===== config.mk =====
export PLATFORM = sky130hd
export DESIGN_NAME = change_dispenser
export DESIGN_NICKNAME = d
export VERILOG_FILES = /design/src/rtl/change_dispenser.sv
export SDC_FILE = /design/constraint.sdc
export NUM_CORES = 1
export LEC_CHECK = 0
export BUFFER_PORTS_ARGS = -buffer_cell sky130_fd_sc_hd__buf_4
export CORE_MARGIN = 4
export CORE_UTILIZATION = 57
export CTS_CLUSTER_SIZE = 12
export DETAILED_ROUTE_END_ITERATION = 10
export GPL_TIMING_DRIVEN = 0
export PLACE_DENSITY = 0.86
export RECOVER_POWER = 25
export SLEW_MARGIN = 40
export SYNTH_ARGS = -nofsm -noshare
export SYNTH_HDL_FRONTEND = slang
export SYNTH_SLANG_ARGS = --single-unit

===== constraint.sdc =====
create_clock -name clk -period 3.35 [get_ports clk]
set_input_delay 0.335 -clock clk [delete_from_list [all_inputs] [get_ports clk]]
set_output_delay 0.335 -clock clk [all_outputs]
set_load 0.01 [all_outputs]

===== src/rtl/change_dispenser.sv =====
// Coin payout controller: queues owed 1/2-unit coins and drives the hopper one coin at a time.
// Optional paid1/paid2 drop counters are enabled by defining CHANGE_DISPENSER_STATS_EN.
module change_dispenser #(
   parameter int unsigned CNT_W          = 4,
   parameter int unsigned TIMEOUT_CYCLES = 1000,
   parameter int unsigned GAP_CYCLES     = 4
) (
   input  logic             clk,
   input  logic             reset,
   input  logic             change1,
   input  logic             change2,
   input  logic             change22,
   input  logic             drop1,
   input  logic             drop2,
   output logic             eject1,
   output logic             eject2,
   output logic [CNT_W-1:0] pend1,
   output logic [CNT_W-1:0] pend2,
   output logic             busy,
   output logic             jam,
`ifdef CHANGE_DISPENSER_STATS_EN
   output logic [15:0]      paid1,
   output logic [15:0]      paid2,
`endif
   output logic             overflow
);

   localparam int unsigned TMax = (TIMEOUT_CYCLES > GAP_CYCLES) ? TIMEOUT_CYCLES : GAP_CYCLES;
   localparam int unsigned TW   = (TMax > 1) ? $clog2(TMax) : 1;
   localparam logic [TW-1:0] TimeoutLast = TW'(TIMEOUT_CYCLES - 1);
   localparam logic [TW-1:0] GapLast     = TW'(GAP_CYCLES - 1);
   localparam logic [CNT_W+1:0] PendMax  = {2'b00, {CNT_W{1'b1}}};

   typedef enum logic [2:0] {StIdle, StEj2, StEj1, StGap, StJam} state_e;

   state_e           state_q, state_d;
   logic [TW-1:0]    timer_q, timer_d;
   logic [CNT_W-1:0] pend1_q, pend1_d, pend2_q, pend2_d;
   logic             overflow_q, overflow_d;
   logic             dec1, dec2;
   logic [1:0]       inc2;
   logic [CNT_W+1:0] sum1, sum2;

   always_comb begin
      state_d = state_q;
      timer_d = timer_q;
      dec1    = 1'b0;
      dec2    = 1'b0;
      unique case (state_q)
         StIdle: begin
            timer_d = '0;
            if (pend2_q != '0) begin
               state_d = StEj2;
            end else if (pend1_q != '0) begin
               state_d = StEj1;
            end
         end
         StEj2: begin
            if (drop2) begin
               dec2    = 1'b1;
               state_d = StGap;
               timer_d = '0;
            end else if (timer_q == TimeoutLast) begin
               state_d = StJam;
            end else begin
               timer_d = timer_q + 1'b1;
            end
         end
         StEj1: begin
            if (drop1) begin
               dec1    = 1'b1;
               state_d = StGap;
               timer_d = '0;
            end else if (timer_q == TimeoutLast) begin
               state_d = StJam;
            end else begin
               timer_d = timer_q + 1'b1;
            end
         end
         StGap: begin
            if (timer_q == GapLast) begin
               state_d = StIdle;
               timer_d = '0;
            end else begin
               timer_d = timer_q + 1'b1;
            end
         end
         StJam: ;
         default: state_d = StIdle;
      endcase
   end

   // Accounting runs in every state, JAM included; a drop only counts while its eject is up.
   always_comb begin
      inc2       = {1'b0, change2} + {change22, 1'b0};
      sum1       = {2'b00, pend1_q} + (CNT_W+2)'(change1) - (CNT_W+2)'(dec1);
      sum2       = {2'b00, pend2_q} + (CNT_W+2)'(inc2) - (CNT_W+2)'(dec2);
      overflow_d = overflow_q;
      pend1_d    = sum1[CNT_W-1:0];
      pend2_d    = sum2[CNT_W-1:0];
      if (sum1 > PendMax) begin
         pend1_d    = '1;
         overflow_d = 1'b1;
      end
      if (sum2 > PendMax) begin
         pend2_d    = '1;
         overflow_d = 1'b1;
      end
   end

   always_ff @(posedge clk) begin
      if (!reset) begin
         state_q    <= StIdle;
         timer_q    <= '0;
         pend1_q    <= '0;
         pend2_q    <= '0;
         overflow_q <= 1'b0;
      end else begin
         state_q    <= state_d;
         timer_q    <= timer_d;
         pend1_q    <= pend1_d;
         pend2_q    <= pend2_d;
         overflow_q <= overflow_d;
      end
   end

`ifdef CHANGE_DISPENSER_STATS_EN
   logic [15:0] paid1_q, paid2_q;

   always_ff @(posedge clk) begin
      if (!reset) begin
         paid1_q <= '0;
         paid2_q <= '0;
      end else begin
         paid1_q <= paid1_q + 16'(dec1);
         paid2_q <= paid2_q + 16'(dec2);
      end
   end

   assign paid1 = paid1_q;
   assign paid2 = paid2_q;
`endif

   assign eject1   = (state_q == StEj1);
   assign eject2   = (state_q == StEj2);
   assign jam      = (state_q == StJam);
   assign pend1    = pend1_q;
   assign pend2    = pend2_q;
   assign overflow = overflow_q;
   assign busy     = (pend1_q != '0) || (pend2_q != '0) || (state_q != StIdle);

endmodule


After elaboration in Yosys (flattened, before gate mapping). Cells that the tools add are included.

Flip-flop bits (word level): 22. Input port bits: 7. Output and inout bits: 13. Word-level logic and storage cells: 51.

Add/subtract/negate cells: 6. $lt $le $gt $ge: 2. Equal/unequal tests: 8. Muxes and demuxes: 20. Bitwise operators: 1. Reduce and logical (&&, ||, !) cells: 9.

Operators by type and width (number): 2-to-1 mux 10 bit (4); one-hot mux 10 bit (4 select lines) (1); 2-to-1 mux 3 bit (6); one-hot mux 3 bit (5 select lines) (1); > comparator 6 x 4 -> 1 bit, second input constant (2); nonzero test 4 bit (3); subtractor 5 x 1 -> 6 bit (2); adder 10 x 1 -> 10 bit, second input constant (1); == test 10 bit, second input constant (1); == test 10 x 2 -> 1 bit, second input constant (1); 2-to-1 mux 4 bit (2); == test 3 x 2 -> 1 bit, second input constant (2); 2-to-1 mux 1 bit (6); adder 4 x 1 -> 5 bit (1); adder 4 x 2 -> 5 bit (1); == test 3 x 1 -> 1 bit, second input constant (1); == test 3 bit, second input constant (1); zero test 3 bit (1); != test 3 bit, second input constant (1); AND reduction 3 bit (1); nonzero test 3 bit (1); adder 1 x 2 -> 2 bit (1); logical OR 1 bit (2); != test 2 bit, second input constant (1); other kinds (2) (2).

Depth between registers and ports, before layout. Gate-level depths: netlist (run 1).

Depth in word-level cells: 6. Gate-level depth with buffers: 13. Gate-level depth less buffers: 12.

Worst setup path before layout (run 1). Ideal clock, no wire load.

Path type: register to register. Start: reg state_q[1]. End: reg overflow_q, in the netlist overflow. Setup time: 0.120 ns. Arrival: 2.817 ns. Required time: 3.230 ns. Path slack: 0.414 ns. Cell stages (with the launch flop): 14. Path buffers: 1. Clock period less this slack: 2.936 ns. Path through: dfxtp_1 clkbuf_1 nor3b_1 and2_1 ha_1 inv_1 ha_1 inv_1 fa_1 nand2b_1 a21oi_1 or3_1 nand3_1 o31a_1.

Word-level cells in the longest chain between the ends: 5. Elaborated cells between the ends (all ways): 10. Classes of those cells: 2 x add/sub; 2 x order compare; 2 x eq/ne; 3 x mux; 1 x reduce/logical.

Ends and longest elaborated chain: start, declared (line 36) `state_e state_q, state_d;`; start signal, assigned (line 113) `state_q <= StIdle;`; start signal, assigned (line 119) `state_q <= state_d;`; == test 3 x 2 -> 1 bit; net eject1 (line 15) `output logic eject1,`; 2-to-1 mux 1 bit (line 49) `unique case (state_q)`; subtractor 5 x 1 -> 6 bit (line 96) `sum1 = {2'b00, pend1_q} + (CNT_W+2)'(change1) - (CNT_W+2)'(dec1);`; > comparator 6 x 4 -> 1 bit (line 101) `if (sum1 > PendMax) begin`; nonzero test 2 bit (no source line); end signal, assigned (line 123) `overflow_q <= overflow_d;`; end, declared (line 39) `logic overflow_q, overflow_d;`.

The timed path passes the listed nets, and every way through them passes these cells. A chain may end at the register's enable or synchronous reset.

Final worst setup path (run 1).
Start: reg state_q[1]. End: reg overflow_q, in the netlist overflow.

Word-level cells in the longest chain between the ends: 5. Elaborated cells between the ends (all ways): 10. Classes of those cells: 2 x add/sub; 2 x order compare; 2 x eq/ne; 3 x mux; 1 x reduce/logical.

Ends and longest elaborated chain (line): == test 3 x 1 -> 1 bit / == test 3 x 2 -> 1 bit (equally long branches) (49); 2-to-1 mux 1 bit (49); subtractor 5 x 1 -> 6 bit, on equally long branches (97, 96); > comparator 6 x 4 -> 1 bit, on equally long branches (105, 101); 2-to-1 mux 1 bit / nonzero test 2 bit (equally long branches).

Parallel ways exist; a longest one is shown, timed or not.

==> results.yml, run 1 <==
logic_synthesis:
  yosysWarnings: 0
  yosysSeqAreaShare: 0.2933
  synthTopCellsByArea: "dfxtp_1 (29%), ha_1 (13%), a21oi_1 (4.7%), inv_1 (4.5%), nand3_1 (4.0%)"
  synth-xor-area-share: 0.02917
  yosys-top-cells-count: "dfxtp_1 (22), inv_1 (18), nand2_1 (16), ha_1 (15), a21oi_1 (14)"
  ys_types: 41
  synth_top_area_frac: 0.2933
  syn_nets: 203
  synth_compound_area_frac: 0.2208
  synthesis.area_mm2: 0.001501
  synth.most_common_cell: "dfxtp_1"
  yosysTopAreaCell: "dfxtp_1"
  synth_cells: 179
  ys_async_sr_fraction: 0
  synth_top_family_by_area: "simple AND/OR/NAND/NOR gates"
  synth_adder_area_share: 0.1517
  synthFlopType: "dfxtp_1"
  synth_edf_count: 0
  synthSimpleGateAreaFrac: 0.2317
  ys_ff_latch: 22
  avgSynthCellArea_um2: 8.388
  synthMuxAreaShare: 0.01333
setup_path:
  r2r_start: "state_q[1]$_SDFFE_PN0P_"
  r2r_cells: 13
  critPathLaunch: "state_q[1]$_SDFFE_PN0P_"
  slowest_delay_ns: 0.41
  path_max_fanout: 10
  arrival_ns: 3.29
  path_cells: "clkbuf_1, nor3b_2, and2_1, ha_1, inv_1, ha_1, inv_1, fa_1, nand2b_1, a21oi_1, or3_1, nand3_1, o31a_1"
  cp-end-kind: "flop"
  crit_slowest_cell: "fa_1"
  timing.rr.end: "overflow$_SDFFE_PN0P_"
  crit_type: "flop to flop"
  critical_path.endpoint: "overflow$_SDFFE_PN0P_"
  r2r_setup_slack_ns: 0.27
  path_delay_family: "simple AND/OR/NAND/NOR gates"
  critPathBufInv: 3
  cp_num_cells: 13
  cp.required_ns: 3.56
  start_kind: "flop"
finish:
  nets: 227
  seqCellArea_um2: 440.4
  fin_util: 0.6792
  drive_gt1_frac: 0.1337
  multi_input_area_um2: 980.9
  area_growth_pct: 13.08
  num_antenna_cells: 0
  fillers: 216
timing:
  clock_skew_ns: 0.01264
  finalCriticalPeriod_ns: 3.083
  fmax_mhz: 324.4
  whs_ns: 0.3278
  rsz0062_at_grt: "false"
  fin_crit_sh: 0.9202
  setup_viol: 0
  final_hold_viol_count: 0
  setup_tns_ns: 0
  maxSlewViolCount: 0
  worst_pin_slew_ns: 0.5565
  maxSlewHeadroom: 0.6251
floorplan:
  dieArea_mm2: 0.003519
  io_pins: 20
  chipWidth_um: 59.33
  die_h_um: 59.33
  initial_core_util: 0.6006
  num_rows: 18
  core_area_mm2: 0.002500
grt:
  grt_busiest_layer: "met2"
  grt_pass1_vias: 1391
  grtUsageTotal: 0.2185
  grt_use_met1: 0.2807
  grt_util_met3: 0.03922
  grt_max_degree: 13
  use_met2: 0.3822
  grt_pass1_wl_um: 5975
  antenna_found_initial: 0
  gr-total-overflow: 0
hold_path:
  min-delay-path-class: "input pin to flop"
route:
  drt_first_pass_iters: 4
  wl_per_cell_um: 14.34
  routed_wl_um: 3327
  via_count: 1352
  ant_nets: 0
  drc: 0
  viasPerCell: 5.828
  initialDrtViolationCount: 64
clocking:
  cts_tree: "built"
  cts.sinks: 22
  clock_path_buffers: 2
  ctsHtreeMaxLevel: 1
  cts_inserted_buffers: 3
  clkTransAtPathRegs_ns: 0.13
  clk_latency_ns: 0.31
  root_buffer: "clkbuf_4"
  ctsHoldBuffers: 0
outcome:
  run_status: "complete, no violations"
pwr:
  leakage_nw: 0.7071
  power.total_mw: 1.362
  p_per_area_mw_per_mm2: 801.9
  vdd_drop_max_uv: 698.5
placement:
  dpl.hpwl_um: 2601
  routabilityCongestion: 0.7998
  io_buffers: 19
job:
  maxCapViolations: 0
## registers in the layout (all words and copies together), names as in the netlist
| register | count |
|---|---|
| timer_q | 10 |
| pend1 | 4 |
| pend2 | 4 |
| state_q | 3 |
| overflow | 1 |
## area by class of cell
| class | instances | area share |
|---|---|---|
| tap | 30 | 0.02211 |
| buffer | 5 | 0.01105 |
| timing repair buffer | 19 | 0.06632 |
| multi-input combinational | 133 | 0.5777 |
| clock buffer | 4 | 0.02137 |
| inverter | 19 | 0.04200 |
| sequential | 22 | 0.2594 |
## how the worst min path moves through the flow
stage / slack (ns) / cells past startpoint / start / endpoint
final: 0.33 / 3 / reset / timer_q[6]$_SDFFE_PN0P_
after global routing: 0.36 / 3 / change1 / pend1[0]$_SDFF_PN0_
after CTS: 0.32 / 3 / reset / timer_q[6]$_SDFFE_PN0P_
after detailed placement: 0.48 / 1 / overflow$_SDFFE_PN0P_ / overflow$_SDFFE_PN0P_
after global placement: 0.47 / 1 / overflow$_SDFFE_PN0P_ / overflow$_SDFFE_PN0P_
after floorplan: 0.49 / 1 / timer_q[8]$_SDFFE_PN0P_ / timer_q[8]$_SDFFE_PN0P_
## what timing repair did
| item | in CTS | in global routing |
|---|---|---|
| resized for setup | 0 | 2 |
| setup buffers | 0 | 0 |
| endpoints found under the setup margin | 0 | 2 |
## cells in the final DEF (no fill, tap or decap), drive strengths merged, types with 3 or more instances in the layout
cell type | synthesis | layout
buf | 0 | 11
a31oi | 4 | 4
a22oi | 3 | 3
o21ai | 6 | 6
nand2 | 16 | 16
nand2b | 3 | 3
and3 | 3 | 3
a21oi | 15 | 15
o21a | 5 | 5
nor2 | 7 | 7
nand3b | 3 | 3
dfxtp | 22 | 22
nor4 | 3 | 3
o21bai | 3 | 3
ha | 15 | 15
inv | 18 | 18
or3b | 3 | 3
clkbuf | 5 | 17
nor3b | 4 | 4
xor2 | 3 | 3
nand3 | 12 | 12
## through the flow
step                worst slack [ns]  std cells  cell area (um2)
floorplan                     0.4135        179             1501
global placement              0.3464        228             1682
detailed placement            0.2063        228             1682
CTS                           0.1806        232             1718
global route                 0.03051        232             1698
finish                        0.2674        232             1698
## per-layer routing
| metal | share of wire | vias to the layer above |
|---|---|---|
| met5 | 0 | - |
| li1 | - | 682 |
| met1 | 0.45 | 628 |
| met4 | 0.0069 | 0 |
| met2 | 0.49 | 38 |
| met3 | 0.054 | 4 |
## tightest hold or removal path, cell delays in order
cell and delay, ns:
buf_4 0.13, nand2_1 0.06, o21ai_0 0.08
## power breakdown
part	leakage (nW)	switching (mW)	internal [mW]
Combinational	0.505	0.469	0.354
Clock	0.0210	0.0813	0.0663
Sequential	0.181	0.0574	0.334
Total	0.707	0.607	0.754
## kinds of logic (layout without fill, tap and decap cells)
group           count (synthesis)  in the layout
flops                          22             22
xor+xnor                        5              5
compound gates                 47             47
buf+inv                        24             47
mux                             2              2
fa+ha+maj                      17             17
simple gates                   62             62
No activity file was read; power rests on OpenSTA's default activity.
==> run 2, diff against run 1 <==
Settings changed: PLACE_DENSITY 0.86 to not set, PLACE_DENSITY_LB_ADDON set to 0.1.
==> run 2 against run 1 <==
Against the previous run:
- cell count shrank 0.43%
- critical path depth is the same
- combinational power shrank 2%
- register-to-register slack lost 0.04 ns
==> results.yml, run 2 (synthesis results as in run 1) <==
outcome:
  run_status: "complete, no violations"
timing:
  rsz0062_at_grt: "false"
  setup_viol: 0
  maxSlewViolCount: 0
  final_hold_viol_count: 0
  maxSlewHeadroom: 0.5854
  finalCriticalPeriod_ns: 3.122
  fin_crit_sh: 0.9319
  fmax_mhz: 320.3
  setup_tns_ns: 0
  whs_ns: 0.3517
  clock_skew_ns: 0.005507
  worst_pin_slew_ns: 0.6154
hold_path:
  min-delay-path-class: "input pin to flop"
floorplan:
  initial_core_util: 0.6006
  chipWidth_um: 59.33
  num_rows: 18
  dieArea_mm2: 0.003519
  io_pins: 20
  die_h_um: 59.33
  core_area_mm2: 0.002500
clocking:
  ctsHoldBuffers: 0
  clock_path_buffers: 2
  clkTransAtPathRegs_ns: 0.12
  cts.sinks: 22
  cts_resized: 0
  clk_latency_ns: 0.30
  cts_tree: "built"
  root_buffer: "clkbuf_4"
  ctsHtreeMaxLevel: 1
  cts_inserted_buffers: 3
  cts_setup_buffers: 0
finish:
  fin_area_mm2: 0.001674
  final_cells: 231
  most-common-layout-cells: "dfxtp_1 (22), inv_1 (18), nand2_1 (16)"
  top_register: "timer_q"
  area_growth_pct: 11.50
  drive_gt1_frac: 0.1194
  largest_reg_flops: 10
  layout_commonest_cell: "dfxtp_1"
  num_antenna_cells: 0
  nets: 227
  fillers: 226
route:
  drt_first_pass_iters: 4
  via_count: 1367
  routed_wl_um: 3202
  drc: 0
  wl_per_cell_um: 13.86
  initialDrtViolationCount: 75
  ant_nets: 0
  viasPerCell: 5.918
grt:
  grt_pass1_vias: 1276
  antenna_found_initial: 0
  grtUsageTotal: 0.2024
  grt_max_degree: 12
  grt_pass1_wl_um: 5533
  gr-total-overflow: 0
setup_path:
  critPathBufInv: 3
  crit_type: "flop to flop"
  path_max_fanout: 10
  cp-end-kind: "flop"
  cp.required_ns: 3.55
  start_kind: "flop"
  slowest_delay_ns: 0.43
  crit_slowest_cell: "nor3b_1"
  path_delay_family: "simple AND/OR/NAND/NOR gates"
  path_cells: "clkbuf_1, nor3b_1, and2_1, ha_1, inv_1, ha_1, inv_1, fa_1, nand2b_1, a21oi_1, or3_1, nand3_1, o31a_1"
  arrival_ns: 3.33
placement:
  io_buffers: 19
  routabilityCongestion: 0.8097
  dpl.cell_count: 228
  dpl.hpwl_um: 2507
  place_area_mm2: 0.001682
pwr:
  power.total_mw: 1.315
  p_per_area_mw_per_mm2: 785.3
  leakage_nw: 0.6937
  vdd_drop_max_uv: 609.4
job:
  maxCapViolations: 0
run 2: worst register-to-register path: cells and delay by family, from the launching register on:
family	cells	cell delay, ns
AO/OA/AOI/OAI	2	0.45
buffers and inverters	3	0.41
AND/OR/NAND/NOR	5	1.04
flip-flops	1	0.34
adder cells (fa/ha/maj)	3	0.78
run 2: per-stage QoR:
stage | util | setup WS (ns)
after floorplan | - | 0.4135
after global placement | 0.6727 | 0.3449
after detailed placement | 0.6727 | 0.2878
after CTS | 0.6817 | 0.2489
after global routing | 0.6697 | 0.02739
final | 0.6697 | 0.2280
run 2: final timing paths:
check	from	end	depth (start not counted)	slack, ns
max reg2reg	state_q[1]$_SDFFE_PN0P_	overflow$_SDFFE_PN0P_	13	0.23
min	reset	timer_q[6]$_SDFFE_PN0P_	3	0.35
min reg2reg	overflow$_SDFFE_PN0P_	overflow$_SDFFE_PN0P_	1	0.49
max	state_q[1]$_SDFFE_PN0P_	overflow$_SDFFE_PN0P_	13	0.23
run 2: area by class of cell:
type                            count  area [um2]  area share
Buffer                              5       18.77     0.01121
Clock buffer                        3       22.52     0.01345
Tap cell                           30       37.54     0.02242
Timing Repair Buffer               19       112.6     0.06726
Multi-Input combinational cell    133       970.9      0.5800
Sequential cell                    22       440.4      0.2631
Inverter                           19       71.32     0.04260
run 2: power breakdown:
part / internal (mW) / switching (mW)
logic: 0.353 / 0.453
clock network: 0.0420 / 0.0768
registers: 0.334 / 0.0565
run 2: layer usage:
metal | global-route usage | wire length (um) | up-vias
met5 | 0 | 0 | -
met4 | 0.05502 | 8 | 0
met3 | 0.04793 | 141 | 2
met2 | 0.3526 | 1638 | 29
met1 | 0.2470 | 1412 | 650
li1 | - | - | 686
==> run 3, diff against run 2 <==
--- a/config.mk
+++ b/config.mk
@@ -8,5 +8,6 @@
 export BUFFER_PORTS_ARGS = -buffer_cell sky130_fd_sc_hd__buf_4
 export CORE_MARGIN = 4
-export CORE_UTILIZATION = 57
+export CORE_UTILIZATION = 59
+export CTS_BUF_LIST = sky130_fd_sc_hd__clkbuf_4 sky130_fd_sc_hd__clkbuf_8
 export CTS_CLUSTER_SIZE = 12
 export DETAILED_ROUTE_END_ITERATION = 10
==> constraint.sdc (replaced) <==
create_clock -name clk -period 3.35 [get_ports clk]
set_input_delay 0.5025 -clock clk [delete_from_list [all_inputs] [get_ports clk]]
set_output_delay 0.5025 -clock clk [all_outputs]
set_load 0.01 [all_outputs]
==> run 3 against run 2 <==
Against the previous run:
- maximum frequency rose by 2.3%
- global-route usage up 0.31 points
- clock power grew 3%
- critical path depth is the same
- clock skew down 0.0030 ns
- register-to-register slack better by 0.07 ns
- final area stayed put
- critical path type unchanged
- largest cell class unchanged
- largest power group unchanged
- highest routed layer unchanged
==> results.yml, run 3 (synthesis results as in run 1) <==
clocking:
  cts_setup_buffers: 0
  clock_path_buffers: 2
  ctsHoldBuffers: 0
  root_buffer: "clkbuf_4"
  cts_inserted_buffers: 3
  ctsHtreeMaxLevel: 1
  clkTransAtPathRegs_ns: 0.12
  clk_latency_ns: 0.31
  cts_resized: 0
  cts_tree: "built"
  cts.sinks: 22
outcome:
  run_status: "complete, no violations"
finish:
  area_growth_pct: 11.50
  fillers: 228
  drive_gt1_frac: 0.1194
  layout_commonest_cell: "dfxtp_1"
  num_antenna_cells: 0
  largest_reg_flops: 10
  top_register: "timer_q"
  nets: 227
  most-common-layout-cells: "dfxtp_1 (22), inv_1 (18), nand2_1 (16)"
floorplan:
  die_h_um: 58.45
  initial_core_util: 0.6116
  dieArea_mm2: 0.003416
  io_pins: 20
  core_area_mm2: 0.002455
  chipWidth_um: 58.45
  num_rows: 18
grt:
  grt_use_met1: 0.2159
  grt_pass1_vias: 1303
  grt_busiest_layer: "met2"
  grt_util_met3: 0.06360
  grt_pass1_wl_um: 5437
  antenna_found_initial: 0
  gr-total-overflow: 0
  use_met2: 0.3892
  grtUsageTotal: 0.2056
  grt_max_degree: 12
setup_path:
  path_max_fanout: 10
  slowest_delay_ns: 0.43
  start_kind: "flop"
  cp-end-kind: "flop"
  path_delay_family: "simple AND/OR/NAND/NOR gates"
  arrival_ns: 3.27
  path_cells: "clkbuf_1, nor3b_1, and2_1, ha_1, inv_1, ha_1, inv_1, fa_1, nand2b_1, a21oi_1, or3_1, nand3_1, o31a_1"
  crit_type: "flop to flop"
  crit_slowest_cell: "nor3b_1"
  critPathBufInv: 3
  cp.required_ns: 3.56
placement:
  dpl.hpwl_um: 2451
  routabilityCongestion: 0.9112
  io_buffers: 19
pwr:
  p_per_area_mw_per_mm2: 786.8
  power.total_mw: 1.317
  vdd_drop_max_uv: 581.3
  leakage_nw: 0.6937
route:
  via_count: 1326
  drc: 0
  initialDrtViolationCount: 70
  wl_per_cell_um: 13.65
  routed_wl_um: 3152
  drt_first_pass_iters: 4
  ant_nets: 0
  viasPerCell: 5.740
timing:
  fin_crit_sh: 0.9110
  setup_viol: 0
  worst_pin_slew_ns: 0.5262
  rsz0062_at_grt: "false"
  fmax_mhz: 327.7
  maxSlewHeadroom: 0.6455
  finalCriticalPeriod_ns: 3.052
  clock_skew_ns: 0.002548
  maxSlewViolCount: 0
  setup_tns_ns: 0
  final_hold_viol_count: 0
job:
  maxCapViolations: 0
hold_path:
  min-delay-path-class: "input pin to flop"
## run 3: cell counts in the layout (fill, tap and decap cells not counted)
No cell type changed its count.
## run 3: through the flow
step             util  setup slack [ns]  area (um2)  hold WS, ns  instances
6_report       0.6820            0.2980        1674       0.5113        231
5_1_grt        0.6820           0.05513        1674       0.5159        231
4_1_cts        0.6942            0.2988        1704       0.5077        231
3_5_place_dp   0.6850            0.3206        1682       0.4759        228
3_3_place_gp   0.6850            0.4058        1682       0.4665        228
2_1_floorplan       -            0.4135        1501       0.4878        179
## run 3: per-layer routing
layer  part of all wire  up-vias
met5                  0        -
met4             0.0060        0
met3              0.035        2
met2               0.54       17
met1               0.42      627
li1                   -      680
## run 3: final cells by class
type	instances	area (um2)	share of cell area
flip-flops and latches	22	440.4	0.2631
inverters	19	71.32	0.04260
multi-input cells	133	970.9	0.5800
repair buffers	19	112.6	0.06726
clock buffers	3	22.52	0.01345
well taps	30	37.54	0.02242
plain buffers	5	18.77	0.01121
## run 3: worst paths after layout
check	from	endpoint	slack (ns)	depth (start not counted)
min	reset	timer_q[6]$_SDFFE_PN0P_	0.51	3
max reg2reg	state_q[1]$_SDFFE_PN0P_	overflow$_SDFFE_PN0P_	0.30	13
min reg2reg	overflow$_SDFFE_PN0P_	overflow$_SDFFE_PN0P_	0.51	1
max	state_q[1]$_SDFFE_PN0P_	overflow$_SDFFE_PN0P_	0.30	13
## run 3: worst min-delay path: stages
cell and delay, ns:
buf_4 0.14, nand2_1 0.06, o21ai_0 0.08
## run 3: report_power, final
group	total, mW	switching, mW	leakage [nW]	internal [mW]
combinational	0.803	0.452	0.499	0.351
sequential	0.392	0.0581	0.181	0.334
clock	0.123	0.0806	0.0138	0.0420
